**config.mk**
```make
export PLATFORM = sky130hd
export DESIGN_NAME = uart_cmd_burst_tx
export DESIGN_NICKNAME = d
export VERILOG_FILES = /design/src/rtl/uart_pkg.sv /design/src/rtl/uart_parity_calc.sv /design/src/rtl/uart_cmd_burst_tx.sv
export SDC_FILE = /design/constraint.sdc
export NUM_CORES = 1
export LEC_CHECK = 0
export CAP_MARGIN = 10
export CORE_MARGIN = 10
export CORE_UTILIZATION = 55
export CTS_BUF_LIST = sky130_fd_sc_hd__clkbuf_8
export CTS_CLUSTER_SIZE = 14
export DETAILED_ROUTE_END_ITERATION = 8
export DONT_BUFFER_PORTS = 1
export GPL_TIMING_DRIVEN = 0
export PLACE_DENSITY = 0.8
export SLEW_MARGIN = 30
export SYNTH_ARGS = -nofsm -noshare
export SYNTH_HDL_FRONTEND = slang
export SYNTH_HIERARCHICAL = 1
export SYNTH_SLANG_ARGS = --single-unit
```
**constraint.sdc**
```tcl
create_clock -name UART_CLK -period 2.85 [get_ports UART_CLK]
set_input_delay 0.57 -clock UART_CLK [delete_from_list [all_inputs] [get_ports UART_CLK]]
set_output_delay 0.57 -clock UART_CLK [all_outputs]
set_load 0.005 [all_outputs]
```
**src/rtl/uart_pkg.sv**
```systemverilog
// Shared UART transmit types: FSM state encoding and parity-type constants.
package uart_pkg;

  typedef enum logic [2:0] {
    IDLE      = 3'd0,
    WAIT_TICK = 3'd1,
    START_BIT = 3'd2,
    DATA      = 3'd3,
    PARITY    = 3'd4,
    STOP      = 3'd5
  } tx_state_t;

  localparam logic PAR_EVEN = 1'b0;
  localparam logic PAR_ODD  = 1'b1;

endpackage

```
**src/rtl/uart_parity_calc.sv**
```systemverilog
// Parity of one data word: XOR reduction, inverted for odd parity.
module uart_parity_calc
  import uart_pkg::*;
#(
  parameter int DATA_WIDTH = 8
) (
  input  logic [DATA_WIDTH-1:0] data,
  input  logic                  par_typ,
  output logic                  parity
);

  assign parity = (^data) ^ (par_typ == PAR_ODD);

endmodule

```
**src/rtl/uart_cmd_burst_tx.sv**
```systemverilog
// Buffered UART transmitter: frames are queued while idle, then a single
// START sends every buffered frame back-to-back, paced by TICK_EN.
module uart_cmd_burst_tx
  import uart_pkg::*;
#(
  parameter int DATA_WIDTH = 8,
  parameter int MAX_FRAMES = 4
) (
  input  logic                            UART_CLK,
  input  logic                            RST,
  input  logic                            TICK_EN,
  input  logic                            WR_EN,
  input  logic [DATA_WIDTH-1:0]           WR_DATA,
  input  logic                            START,
  input  logic                            PAR_EN,
  input  logic                            PAR_TYP,
  output logic                            TX_OUT,
  output logic                            BUSY,
  output logic                            DONE,
  output logic                            FULL,
  output logic [$clog2(MAX_FRAMES+1)-1:0] COUNT
);

  localparam int CW = $clog2(MAX_FRAMES + 1);
  localparam int IW = (MAX_FRAMES > 1) ? $clog2(MAX_FRAMES) : 1;
  localparam int BW = (DATA_WIDTH > 1) ? $clog2(DATA_WIDTH) : 1;

  tx_state_t             state, state_nx;
  logic [DATA_WIDTH-1:0] buf_mem [MAX_FRAMES];
  logic [CW-1:0]         count;
  logic [IW-1:0]         rd_idx;
  logic [BW-1:0]         bit_cnt;
  logic                  par_en_q, par_typ_q, done_q;
  logic                  start_acc, wr_acc, last_bit, last_frame, par_bit, tx_bit;
  logic [DATA_WIDTH-1:0] cur_data;

  assign BUSY  = (state != IDLE);
  assign FULL  = (count == CW'(MAX_FRAMES));
  assign COUNT = count;
  assign DONE  = done_q;
  // Line is driven straight from registered state so reset forces idle-high at once.
  assign TX_OUT = tx_bit;

  // START wins over a same-cycle write; writes are only taken while idle.
  assign start_acc = START && !BUSY && (count != '0);
  assign wr_acc    = WR_EN && !BUSY && !FULL && !start_acc;

  assign cur_data   = buf_mem[rd_idx];
  assign last_bit   = (bit_cnt == BW'(DATA_WIDTH - 1));
  assign last_frame = ((CW'(rd_idx) + CW'(1)) == count);

  uart_parity_calc #(.DATA_WIDTH(DATA_WIDTH)) u_par (
    .data    (cur_data),
    .par_typ (par_typ_q),
    .parity  (par_bit)
  );

  // State register.
  always_ff @(posedge UART_CLK or posedge RST) begin
    if (RST) state <= IDLE;
    else     state <= state_nx;
  end

  // Next-state: one bit per tick once the burst has synchronised to the first tick.
  always_comb begin
    state_nx = state;
    case (state)
      IDLE:      if (start_acc) state_nx = WAIT_TICK;
      WAIT_TICK: if (TICK_EN) state_nx = START_BIT;
      START_BIT: if (TICK_EN) state_nx = DATA;
      DATA:      if (TICK_EN && last_bit) state_nx = par_en_q ? PARITY : STOP;
      PARITY:    if (TICK_EN) state_nx = STOP;
      STOP:      if (TICK_EN) state_nx = last_frame ? IDLE : START_BIT;
      default:   state_nx = IDLE;
    endcase
  end

  // Serial line value for the current bit slot.
  always_comb begin
    tx_bit = 1'b1;
    case (state)
      START_BIT: tx_bit = 1'b0;
      DATA:      tx_bit = cur_data[bit_cnt];
      PARITY:    tx_bit = par_bit;
      default:   tx_bit = 1'b1;
    endcase
  end

  // Frame counter, read index, bit counter, latched parity config and DONE pulse.
  always_ff @(posedge UART_CLK or posedge RST) begin
    if (RST) begin
      count     <= '0;
      rd_idx    <= '0;
      bit_cnt   <= '0;
      par_en_q  <= 1'b0;
      par_typ_q <= 1'b0;
      done_q    <= 1'b0;
    end else begin
      done_q <= 1'b0;
      if (wr_acc) count <= count + CW'(1);
      if (start_acc) begin
        par_en_q  <= PAR_EN;
        par_typ_q <= PAR_TYP;
        rd_idx    <= '0;
      end
      if (TICK_EN) begin
        case (state)
          START_BIT: bit_cnt <= '0;
          DATA:      bit_cnt <= bit_cnt + BW'(1);
          STOP: begin
            if (last_frame) begin
              count  <= '0;
              rd_idx <= '0;
              done_q <= 1'b1;
            end else begin
              rd_idx <= rd_idx + IW'(1);
            end
          end
          default: ;
        endcase
      end
    end
  end

  // Frame storage; the write slot is the current fill level.
  always_ff @(posedge UART_CLK) begin
    if (wr_acc) buf_mem[count[IW-1:0]] <= WR_DATA;
  end

endmodule

```
### Word level (Yosys, flattened, before mapping)

Memories as Yosys holds them, arrays and structs flattened.
Index checks and enable logic that the tools add are counted.

* $add $sub $neg: 4
* $lt $le $gt $ge: 1
* eq/ne operators: 14
* muxes and demuxes: 26
* bitwise gates (word level): 1
* reduce and logical (&&, ||, !) cells: 16

Operators by type and width (count)
* 3-bit two-way mux: 10
* 3-bit one-hot mux with 6 select lines: 1
* 3-bit == test, second input constant: 4
* 2-bit inequality test, second input constant: 6
* 2-bit two-way mux: 5
* 8-bit parity: 1
* 1-bit two-way mux: 7
* 3-bit by 1-bit adder with 3-bit output, second input constant: 2
* 3-bit by 2-bit == test with 1-bit output, second input constant: 2
* 1-bit logical AND: 6
* 3-bit one-hot mux with 2 select lines: 1
* 6-bit AND reduction: 1
* 3-bit nonzero test: 2
* 3-bit by 4-bit less-than comparator with 1-bit output, second input constant: 1
* 2-bit by 1-bit adder with 3-bit output, second input constant: 1
* 1-bit binary-select mux with 3-bit select: 1
* 3-bit by 1-bit == test with 1-bit output, second input constant: 1
* 3-bit == test: 1
* 1-bit zero test: 3
* 3-bit zero test: 1
* 1-bit one-hot mux with 3 select lines: 1
* 2-bit by 1-bit adder with 2-bit output, second input constant: 1
* 2-bit AND reduction: 1
* 2-bit nonzero test: 1
* 1-bit XOR: 1

* register bits: 14
* memory bits (writable): 32
* input port bits: 15
* output and inout port bits: 7
* word-level logic and storage cells: 70
* memories kept: 1

Memory list
* buf_mem: words 4, width 8, rd ports 1, clocked after Yosys merged registers in 0, write ports 1, RTL line uart_cmd_burst_tx.sv:29 `logic [DATA_WIDTH-1:0] buf_mem [MAX_FRAMES];`

### Logic depth before layout (Yosys ltp)

* word-level depth: 10
* gate-level depth with buffers: 9
* depth with buffers taken out: 8

### By module

Netlist, hierarchy kept.

By module, submodules not included
* uart_cmd_burst_tx: times used 1, cells each 158, area each 2245.9 um^2, seq. area each 1311.3 um^2
* uart_parity_calc: times used 1, cells each 7, area each 82.6 um^2, seq. area each 0.0 um^2

### Worst setup path before layout

OpenSTA, ideal clock, no wires.

* path kind: register -> output
* start: reg rd_idx[0]
* end: out TX_OUT
* arrival: 2.061 ns
* required time: 2.280 ns
* slack: 0.219 ns
* cell stages (with the launch flop): 8
* path buffers: 1
* path through: dfrtp_1 > buf_6 > mux4_1 > xnor2_2 > xnor3_1 > xnor2_1 > nor3_1 > o32ai_1

* cells in the longest elaborated chain, start to end: 4
* elaborated cells on any way between the ends: 6
* those cells by class: mux: 3; bitwise: 1; reduce/logical: 1; memory: 1

RTL lines
* from (decl): RTL line uart_cmd_burst_tx.sv:31 `logic [IW-1:0] rd_idx;`
* from (signal assigned): RTL line uart_cmd_burst_tx.sv:116 `rd_idx <= rd_idx + IW'(1);`
* memory 4 x 8 bit
* named net cur_data[3]: RTL line uart_cmd_burst_tx.sv:35 `logic [DATA_WIDTH-1:0] cur_data;`
* 8-bit parity: RTL line uart_parity_calc.sv:12 `assign parity = (^data) ^ (par_typ == PAR_ODD);`
* 1-bit XOR: RTL line uart_parity_calc.sv:12
* named net par_bit: RTL line uart_cmd_burst_tx.sv:34 `logic start_acc, wr_acc, last_bit, last_frame, par_bit, tx_bit;`
* 1-bit one-hot mux with 3 select lines: RTL line uart_cmd_burst_tx.sv:81 `case (state)`
* to (decl): RTL line uart_cmd_burst_tx.sv:17 `output logic TX_OUT,`

The timed path passes the listed nets, and every way through them passes these cells. The select of a mux whose other input is x is not followed.

### Final worst setup path

Same ends and word-level chain as after synthesis.

==> qor.yml <==
cts:
  insertion_delay_ps: 310
  htreeDepth: 2
  clkTransAtPathRegs_ps: 100
  holdBufCountCts: 0
  numCtsBuffers: 5
  clock_tree.root_cell: "clkbuf_8"
  tritoncts: "yes"
  cts_num_sinks: 46
  cts_max_path_buffers: 2
route:
  antenna_left: 0
  drtIter0Drc: 46
  drc: 0
  vias_per_cell: 5.94
  dr.pass1.iters: 4
  via_count: 1349
  wl_per_cell_um: 19.2
  wl_mm: 4.35
critical_path:
  rr_worst_depth: 3
  path_depth: 7
  timing_worst_setup_path_type: "flop to output port"
  crit_required_ps: 2280
  r2r-end: "buf_mem[0][6]"
  critical_path_arrival_ps: 2410
  path_cells: "buf_8 > mux4_2 > xnor2_2 > xnor3_1 > xnor2_1 > nor3_1 > o32ai_2"
  critPathTopFamily: "XOR/XNOR gates"
  r2r_setup_slack_ps: 700
  cp_slowest_stage_delay_ps: 560
  critPathMaxFanout: 4
  start_kind: "flop"
  cp_num_buf_inv: 1
  r2r_start: "state[2]"
  startpoint: "rd_idx[0]"
  worstSetupEndpoint: "TX_OUT"
  worst_path_max_delay_cell: "mux4_2"
  cp-end-kind: "output port"
placement:
  dp_hpwl_mm: 3.04
  numPortBuffers: 0
  placed_area_um2: 2390
  gp_congestion: 0.812
  place_inst: 215
logic_synthesis:
  synth_xor_area_share_pct: 5.43
  synth_top_area_share_pct: 41.3
  netlist_top_cells_area: "edfxtp_1 41%, dfrtp_1 15%, mux4_1 4.5%"
  synth_nets: 187
  ys_warn_count: 6
  async_flop_share_pct: 30.4
  synth_cell_types: 44
  synthMuxAreaShare_pct: 12.4
  synth_fa_ha_area_share_pct: 3.76
  synth-main-ff-cell: "edfxtp_1"
  yosys.area_share.simple_pct: 10.3
  ys_seq_area_share_pct: 56.3
  syn_area_per_cell_um2: 14.1
  synth-edff-count: 32
  synth_compound_area_share_pct: 6.66
  yosysTopAreaCell: "edfxtp_1"
  synth_top_family_by_area: "multiplexers"
  synthCells: 165
  synth_area_um2: 2330
  yosys_register_bits: 46
power:
  p_sw_uw: 741
  pwr-share-seq_pct: 41.1
  comb_power_share_pct: 39.4
  powerDensity_nw_per_um2: 855
  internal_power_mw: 1.43
  power_frac_clock_pct: 19.5
  p_leak_nw: 0.963
  peakVddDrop_uv: 458
  switching_share_pct: 34.1
die:
  die_w_um: 85.1
  num_rows: 23
  io-pin-count: 22
  initial_utilization_pct: 57.4
  dieArea_um2: 7240
  core_area_um2: 4060
  die_y_um: 85.1
sta:
  slew_viol_final: 0
  fin_crit_sh_pct: 105
  rsz0062_at_grt: "true"
  fmax_ghz: 0.335
  hold_viol_final: 0
  setup_viol: 1
  finalCriticalPeriod_ps: 2980
  worst_slew_pin_slew_ps: 811
  setup_slack_ps: -135
  skew_ps: 11.3
  maxSlewHeadroom_pct: 45.8
final_layout:
  layout.cells.non_filler: 227
  final_area_um2: 2540
  drive_gt1_share_pct: 24.3
  mostFrequentLayoutCell: "edfxtp_1"
  final_cell_mix: "32 x edfxtp_1, 13 x dfrtp_1, 13 x nor2_1, 11 x nand2_1"
  n_antenna_cell: 0
  final_core_util_pct: 62.6
  nets: 198
  syn2layout_area_growth_pct: 9.08
outcome:
  violations: "setup timing"
  status: "finished with violations"
run:
  max_cap_violations: 0
min_path:
  hp-class: "input port to asynchronous set/reset pin"
global_routing:
  grt_pass1_wl_mm: 7.16
  grt_antenna_before_repair: 0
  grt_start_max_net_pins: 18
  grt_overflow: 0
  grt_usage_pct: 12.2
  grt_pass1_vias: 1450
==> repair_timing <==
action | CTS | global route
pin swaps | 5 | 0
setup endpoints to repair | 1 | 1
cloned | 0 | 0
buffers inserted | 4 | 0
gates resized for setup | 8 | 2
==> cells in the mapped netlist (3+ instances only) <==
master and instances:
and3_1 5, xnor2_1 8, ha_1 7, inv_1 6, buf_6 4, o21ai_0 5, nor2b_1 3, edfxtp_1 32
dfrtp_1 14, nand2b_1 4, mux4_1 4, mux2i_1 3, nor2_1 13, a21oi_1 5, nand2_1 11, mux2_2 7
==> per-stage QoR <==
step	TNS, ps	worst slack (ps)	hold WS, ps	power (mW)
after floorplan	0	219	459	1.51
after global placement	0	41.8	484	1.61
after detailed placement	0	1.83	493	1.66
after CTS	-143	-143	198	2.15
after global routing	-179	-179	227	2.30
final	-135	-135	186	2.17
==> cell type report <==
class,count,area [um^2]
Clock inverter,3,26.3
Tap cell,50,62.6
Clock buffer,5,68.8
Multi-Input combinational cell,105,910
Inverter,6,26.3
Timing Repair Buffer,4,33.8
Buffer,8,100
Sequential cell,46,1310
Fill cell,283,1520
==> cells by family (layout without fill, tap and decap cells) <==
| kind of cell | Yosys count | in the layout |
|---|---|---|
| buffers and inverters | 14 | 26 |
| AND/OR/NAND/NOR | 46 | 46 |
| flip-flops | 46 | 46 |
| adder cells (fa/ha/maj) | 7 | 7 |
| XOR/XNOR | 12 | 12 |
| multiplexers | 18 | 18 |
| AO/OA/AOI/OAI | 22 | 22 |
==> routing by layer <==
metal	GRT usage, %	share of wire [%]	vias to the layer above
met5	0	0	-
met4	4.04	1.2	0
met3	3.44	3.3	6
met2	21.0	53	25
met1	14.1	42	689
li1	-	-	629
==> sequential cells by signal (all words and copies together), names as in the netlist <==
name and count:
DONE 1, COUNT 3, rd_idx 2, buf_mem 32, bit_cnt 3, state 3, par_typ_q 1, par_en_q 1
==> worst min-delay path by stage <==
stage	start	endpoint	slack (ps)	cells past startpoint
floorplan	RST	COUNT[0]	460	1
global placement	par_en_q	par_en_q	480	1
detailed placement	par_en_q	par_en_q	490	1
CTS	RST	par_en_q	200	1
global route	RST	state[0]	230	1
finish	RST	par_en_q	190	1
==> power groups by stage <==
stage / Sequential, mW / Clock, mW / Combinational [mW]
after floorplan: 0.874 / 0 / 0.636
after global placement: 0.896 / 0 / 0.718
after detailed placement: 0.901 / 0 / 0.760
after CTS: 0.889 / 0.431 / 0.835
after global routing: 0.905 / 0.459 / 0.931
final: 0.893 / 0.424 / 0.855
(Power assumes the default switching activity.)
